### config.mk
export PLATFORM = sky130hd
export DESIGN_NAME = regfile_write_arbiter
export DESIGN_NICKNAME = d
export VERILOG_FILES = /design/src/rtl/regfile_write_arbiter.sv
export SDC_FILE = /design/constraint.sdc
export NUM_CORES = 1
export LEC_CHECK = 0
export BUFFER_PORTS_ARGS = -buffer_cell sky130_fd_sc_hd__buf_4
export CAP_MARGIN = 25
export CORE_MARGIN = 2
export CORE_UTILIZATION = 25
export DETAILED_ROUTE_END_ITERATION = 16
export HOLD_SLACK_MARGIN = 0.15
export PLACE_DENSITY_LB_ADDON = 0.12
export SETUP_SLACK_MARGIN = 0.15
export SYNTH_ARGS = -nofsm -noshare
export SYNTH_HDL_FRONTEND = slang
export SYNTH_SLANG_ARGS = --single-unit
### constraint.sdc
create_clock -name clock -period 3.4 [get_ports clock]
set_input_delay 0.34 -clock clock [delete_from_list [all_inputs] [get_ports clock]]
set_output_delay 0.34 -clock clock [all_outputs]
set_load 0.05 [all_outputs]
### src/rtl/regfile_write_arbiter.sv
// Two-requester round-robin write arbiter feeding a single registered register-file write port.
// Register 0 writes are accepted but never raise rf_regwrite.
module regfile_write_arbiter #(
    parameter int unsigned DATA_W = 16,
    parameter int unsigned ADDR_W = 2
) (
    input  logic                     clock,
    input  logic                     reset,
    input  logic                     stall,
    input  logic                     a_valid,
    input  logic [ADDR_W-1:0]        a_wr,
    input  logic [DATA_W-1:0]        a_wd,
    output logic                     a_ready,
    input  logic                     b_valid,
    input  logic [ADDR_W-1:0]        b_wr,
    input  logic [DATA_W-1:0]        b_wd,
    output logic                     b_ready,
    output logic                     rf_regwrite,
    output logic [ADDR_W-1:0]        rf_wr,
    output logic [DATA_W-1:0]        rf_wd,
    output logic [(2**ADDR_W)-1:0]   pending,
    output logic [7:0]               write_count
);

    logic               prio_q, prio_d;
    logic               rf_regwrite_q, rf_regwrite_d;
    logic [ADDR_W-1:0]  rf_wr_q, rf_wr_d;
    logic [DATA_W-1:0]  rf_wd_q, rf_wd_d;
    logic [7:0]         write_count_q, write_count_d;

    logic               contended;
    logic               xfer;
    logic [ADDR_W-1:0]  sel_wr;
    logic [DATA_W-1:0]  sel_wd;

    assign contended = a_valid && b_valid;

    // prio = 0 favours A, 1 favours B; it only matters when both are valid.
    always_comb begin
        a_ready = 1'b0;
        b_ready = 1'b0;
        if (!reset && !stall) begin
            a_ready = a_valid && (!b_valid || !prio_q);
            b_ready = b_valid && (!a_valid || prio_q);
        end
    end

    assign xfer   = a_ready || b_ready;
    assign sel_wr = b_ready ? b_wr : a_wr;
    assign sel_wd = b_ready ? b_wd : a_wd;

    always_comb begin
        prio_d        = prio_q;
        rf_regwrite_d = 1'b0;
        rf_wr_d       = rf_wr_q;
        rf_wd_d       = rf_wd_q;
        write_count_d = write_count_q;
        if (xfer) begin
            rf_regwrite_d = (sel_wr != '0);
            rf_wr_d       = sel_wr;
            rf_wd_d       = sel_wd;
            if (contended) begin
                prio_d = ~prio_q;
            end
        end
        if (rf_regwrite_q) begin
            write_count_d = write_count_q + 8'd1;
        end
    end

    always_ff @(posedge clock or posedge reset) begin
        if (reset) begin
            prio_q        <= 1'b0;
            rf_regwrite_q <= 1'b0;
            rf_wr_q       <= '0;
            rf_wd_q       <= '0;
            write_count_q <= 8'd0;
        end else begin
            prio_q        <= prio_d;
            rf_regwrite_q <= rf_regwrite_d;
            rf_wr_q       <= rf_wr_d;
            rf_wd_q       <= rf_wd_d;
            write_count_q <= write_count_d;
        end
    end

    always_comb begin
        pending = '0;
        if (rf_regwrite_q) begin
            pending[rf_wr_q] = 1'b1;
        end
    end

    assign rf_regwrite = rf_regwrite_q;
    assign rf_wr       = rf_wr_q;
    assign rf_wd       = rf_wd_q;
    assign write_count = write_count_q;

endmodule
# Word-level counts from Yosys, hierarchy flattened
# Cells that the tools add are included.
# totals
register_bits,28
out_inout_bits,33
wordCells,32
input_bits,41
# classes
bitwise,1
order_cmp,2
mux,8
reduce_logical,15
n_addsub,1
# ops
cell,n
16-bit 2-to-1 mux,1
8-bit by 1-bit adder with 8-bit output (second input constant),1
1-bit logical AND,5
1-bit zero test,5
1-bit 2-to-1 mux,4
4-bit 2-to-1 mux,1
1-bit logical OR,3
2-bit by 3-bit < comparator with 1-bit output (second input constant),1
1-bit demux with 2-bit select,1
2-bit by 1-bit greater-or-equal comparator with 1-bit output (second input constant),1
2-bit 2-to-1 mux,1
2-bit AND reduction,1
2-bit nonzero test,1
1-bit inverter,1

# Logic depth before layout (Yosys ltp)
# logic_depth
ltp_word,7
depth_mapped,5
mapped_depth_nobuf,4

# Least setup slack after synthesis
# No wires, ideal clock.
# synth_timing
kind,flip-flop to output port
from,"register rf_regwrite_q, in the netlist rf_regwrite"
to,output pending[0]
n_path_buf,1
slack_ps,1005
path_stages_with_launch,3
arrival_time_ps,2055
t_required_ps,3060
cell_sequence,dfrtp_1 > buf_2 > nor3b_1
# synth_via
elab_chain_cells,1
# synth_rtl
item,line_no,text
"start, declared",26,"logic rf_regwrite_q, rf_regwrite_d;"
"start signal, assigned",80,rf_regwrite_q <= rf_regwrite_d;
4-bit 2-to-1 mux,89,if (rf_regwrite_q) begin
"end, declared",21,"output logic [(2**ADDR_W)-1:0] pending,"
# No other way between the ends.

# Worst setup path in the final report
# layout_timing
from,register prio_q
to,output b_ready
# layout_via
elab_chain_cells,3
# layout_rtl
item,line_no,text
"start, declared",25,"logic prio_q, prio_d;"
"start signal, assigned",79,prio_q <= prio_d;
1-bit logical OR,44,b_ready = b_valid && (!a_valid || prio_q);
1-bit logical AND,44,
1-bit 2-to-1 mux,42,if (!reset && !stall) begin
"end, declared",17,"output logic b_ready,"
# No other way between the ends.

==> key figures <==
Synth
  • Mux contribution to synthesized area: 0.770%
  • Synth area leaders: dfrtp_1 (48%), o311ai_1 (11%), nand4_1 (8.6%)
  • Compound-Gate Fraction of Synth Area: 19.0%
  • Yosys warning total: 0
  • Yosys top cell by area: dfrtp_1
  • Syn Nets: 193
  • Largest family of logic cells by synthesized area: compound AO/OA/AOI/OAI gates
  • Post-synthesis xor/xnor area fraction: 4.79%
  • Area share of fa/ha/maj cells after synthesis: 0.855%
  • Yosys top cell area share: 47.9%
  • Post-Synth Simple-Gate Area: 16.5%
  • Syn Inst Count: 151
  • Mean post-synth cell area: 9.69 um^2
  • Seq cells post-synth: 28
  • Register area share after synthesis: 47.9%
  • Mapped Area: 0.00146 mm^2
  • Post-synth cell types: 28

Drt
  • Detail Route Antenna Nets: 0
  • Total wire length: 4230 um
  • WL per Instance: 14.6 um
  • Remaining DRCs: 0
  • Vias/cell: 4.81
  • Via count: 1389
  • Starting DRT DRC Count: 51
  • Drt first pass iters: 4

Worst setup path
  • Crit Path Max Fanout: 20
  • Startpoint types: register
  • Setup Crit Path Kind: reg2out
  • R2r setup slk: 1.94 ns
  • Critical Path AT: 1.66 ns
  • Worst endpoint required time: 3.06 ns
  • Setup crit end kind: output port

Final layout
  • Footprint of the multi-input gates: 613 um^2
  • Layout net count: 260
  • Synthesis-to-finish area growth: 44.2%
  • Diode count: 0
  • Fillers: 586
  • Most common cell after layout, fill and taps aside: buf_4
  • Most frequent cells in the layout: buf_4 (75), dfrtp_1 (28), nand4_1 (20)
  • Reg area: 701 um^2
  • Layout cells sized above 1: 38.2%
  • Non-filler instance count after layout: 289

Power
  • Pleak: 1.02 nW
  • Psw: 0.593 mW
  • Pwr dens: 646 mW/mm^2
  • Peak supply drop: 348 uV
  • Sequential Power Share: 35.9%
  • Clock share of power: 19.4%
  • Sw frac: 43.5%
  • Comb pwr share: 44.7%
  • Int Pwr: 0.769 mW

Global routing
  • Tot GR Track Use: 13.0%
  • Largest net degree at the start of global routing: 29
  • Vias in the first global route: 1414
  • First-pass GRT wire length: 6630 um
  • Gr ovfl total: 0
  • Antenna violations before repair: 0

Worst hold path
  • HP Class: in2async

Placed design
  • GPL Wtd Cong: 0.703
  • IO buf count: 73
  • Post-DP HPWL: 3020 um
  • Placed Cells: 285

CTS
  • Clk root buf: clkbuf_8
  • Worst skew pair latency: 0.27 ns
  • Post-CTS setup buffers: 0
  • Max H-tree Level: 1
  • Reg clk slew, reported paths: 0.10 ns
  • CTS buffer count: 3
  • Clock net sink count: 28
  • CTS tree: built
  • Max clock buf depth: 2
  • Post-CTS Resized: 0
  • CTS Hold Buffers Added: 0

Floorplanning
  • Die X: 80.5 um
  • Starting Density: 26.2%
  • FP Rows: 27
  • Die Y: 80.5 um
  • Top Ports: 74
  • Area of the core: 0.00557 mm^2
  • Die area: 0.00648 mm^2

Timing
  • Minimum clock period: 2.00 ns
  • Worst Skew: 0.00462 ns
  • Setup TNS: 0 ns
  • Final worst-path cycle share: 58.8%
  • Count of final hold-check violations: 0
  • Worst Tran Pin Value: 1.09 ns
  • Final setup vio count: 0
  • Rel. slew slack: 27.3%
  • RSZ-0062 raised after global routing: false
  • Fmax: 0.501 GHz
  • Final slew viol count: 0

Run status
  • Outcome: finished clean

Job
  • Max_cap viols: 0
## sequential cells by signal, summed over array words and instances (netlist names)
| signal | count |
|---|---|
| prio_q | 1 |
| rf_regwrite | 1 |
| rf_wd | 16 |
| rf_wr | 2 |
| write_count | 8 |
## critical path: stages (launching register included)
cell	delay, ns
dfrtp_1	0.39
nand2b_1	0.11
buf_4	0.23
and3_4	0.38
buf_4	0.25
## layer usage
metal  routed length, um  up-vias  GRT usage, %
met1                1750      653          15.8
met3                 255        4          3.71
met4                  34        0          2.20
met5                   0        -             0
met2                2190       44          22.8
li1                    -      688             -
## layout make-up
type,instances,share of cell area [%]
clock buffers,3,1.96
well taps,72,4.27
clock inverters,1,1.42
flip-flops and latches,28,33.2
multi-input cells,91,29.1
repair buffers,75,26.7
inverters,19,3.38
## cell families after synthesis
| group | count (synthesis) |
|---|---|
| AND/OR/NAND/NOR | 41 |
| AO/OA/AOI/OAI | 40 |
| buffers and inverters | 32 |
| flip-flops | 28 |
| XOR/XNOR | 8 |
| multiplexers | 1 |
| adder cells (fa/ha/maj) | 1 |
## final timing paths
path	start	endpoint	depth (start not counted)
max	prio_q	b_ready	4
min	reset	rf_wd[10]	3
max reg2reg	prio_q	rf_wd[15]	4
min reg2reg	write_count[7]	write_count[7]	1
max in group asynchronous	reset	write_count[2]	3
min in group clock	b_wd[10]	rf_wd[10]	3
## power groups by stage
stage | sequential (mW) | combinational, mW | clock, mW
final | 0.489 | 0.609 | 0.265
after global routing | 0.504 | 0.644 | 0.288
after CTS | 0.491 | 0.614 | 0.272
after detailed placement | 0.497 | 0.614 | 0
after global placement | 0.497 | 0.611 | 0
after floorplan | 0.742 | 0.156 | 0
## through the flow
stage               hold slack (ns)  setup slack [ns]  power (mW)  utilization [%]  area (um^2)
detailed placement            0.466              1.47        1.11             36.6         2040
global placement              0.464              1.47        1.11             36.6         2040
finish                        0.141              1.40        1.36             37.8         2110
floorplan                     0.405              1.00       0.899                -         1460
CTS                           0.165              1.41        1.38             37.8         2110
global route                  0.191              1.32        1.44             37.8         2110
## synth_stat cells
library cell,n
and3b_1,1
nand2b_1,1
and3_1,2
nand4_1,20
nor2_4,1
or2_1,1
o311ai_1,18
nor3b_1,1
o21ai_2,1
buf_6,3
xor2_1,5
clkbuf_1,5
buf_2,5
nor2_1,5
o21ai_1,1
nand3_1,2
o21ai_0,17
ha_1,1
nor3_1,1
a211oi_1,1
a311oi_1,1
xnor2_1,3
nand2_1,5
and3_4,1
inv_1,19
dfrtp_1,28
mux2_2,1
a21oi_1,1
Power figures use the tool's default switching activity.
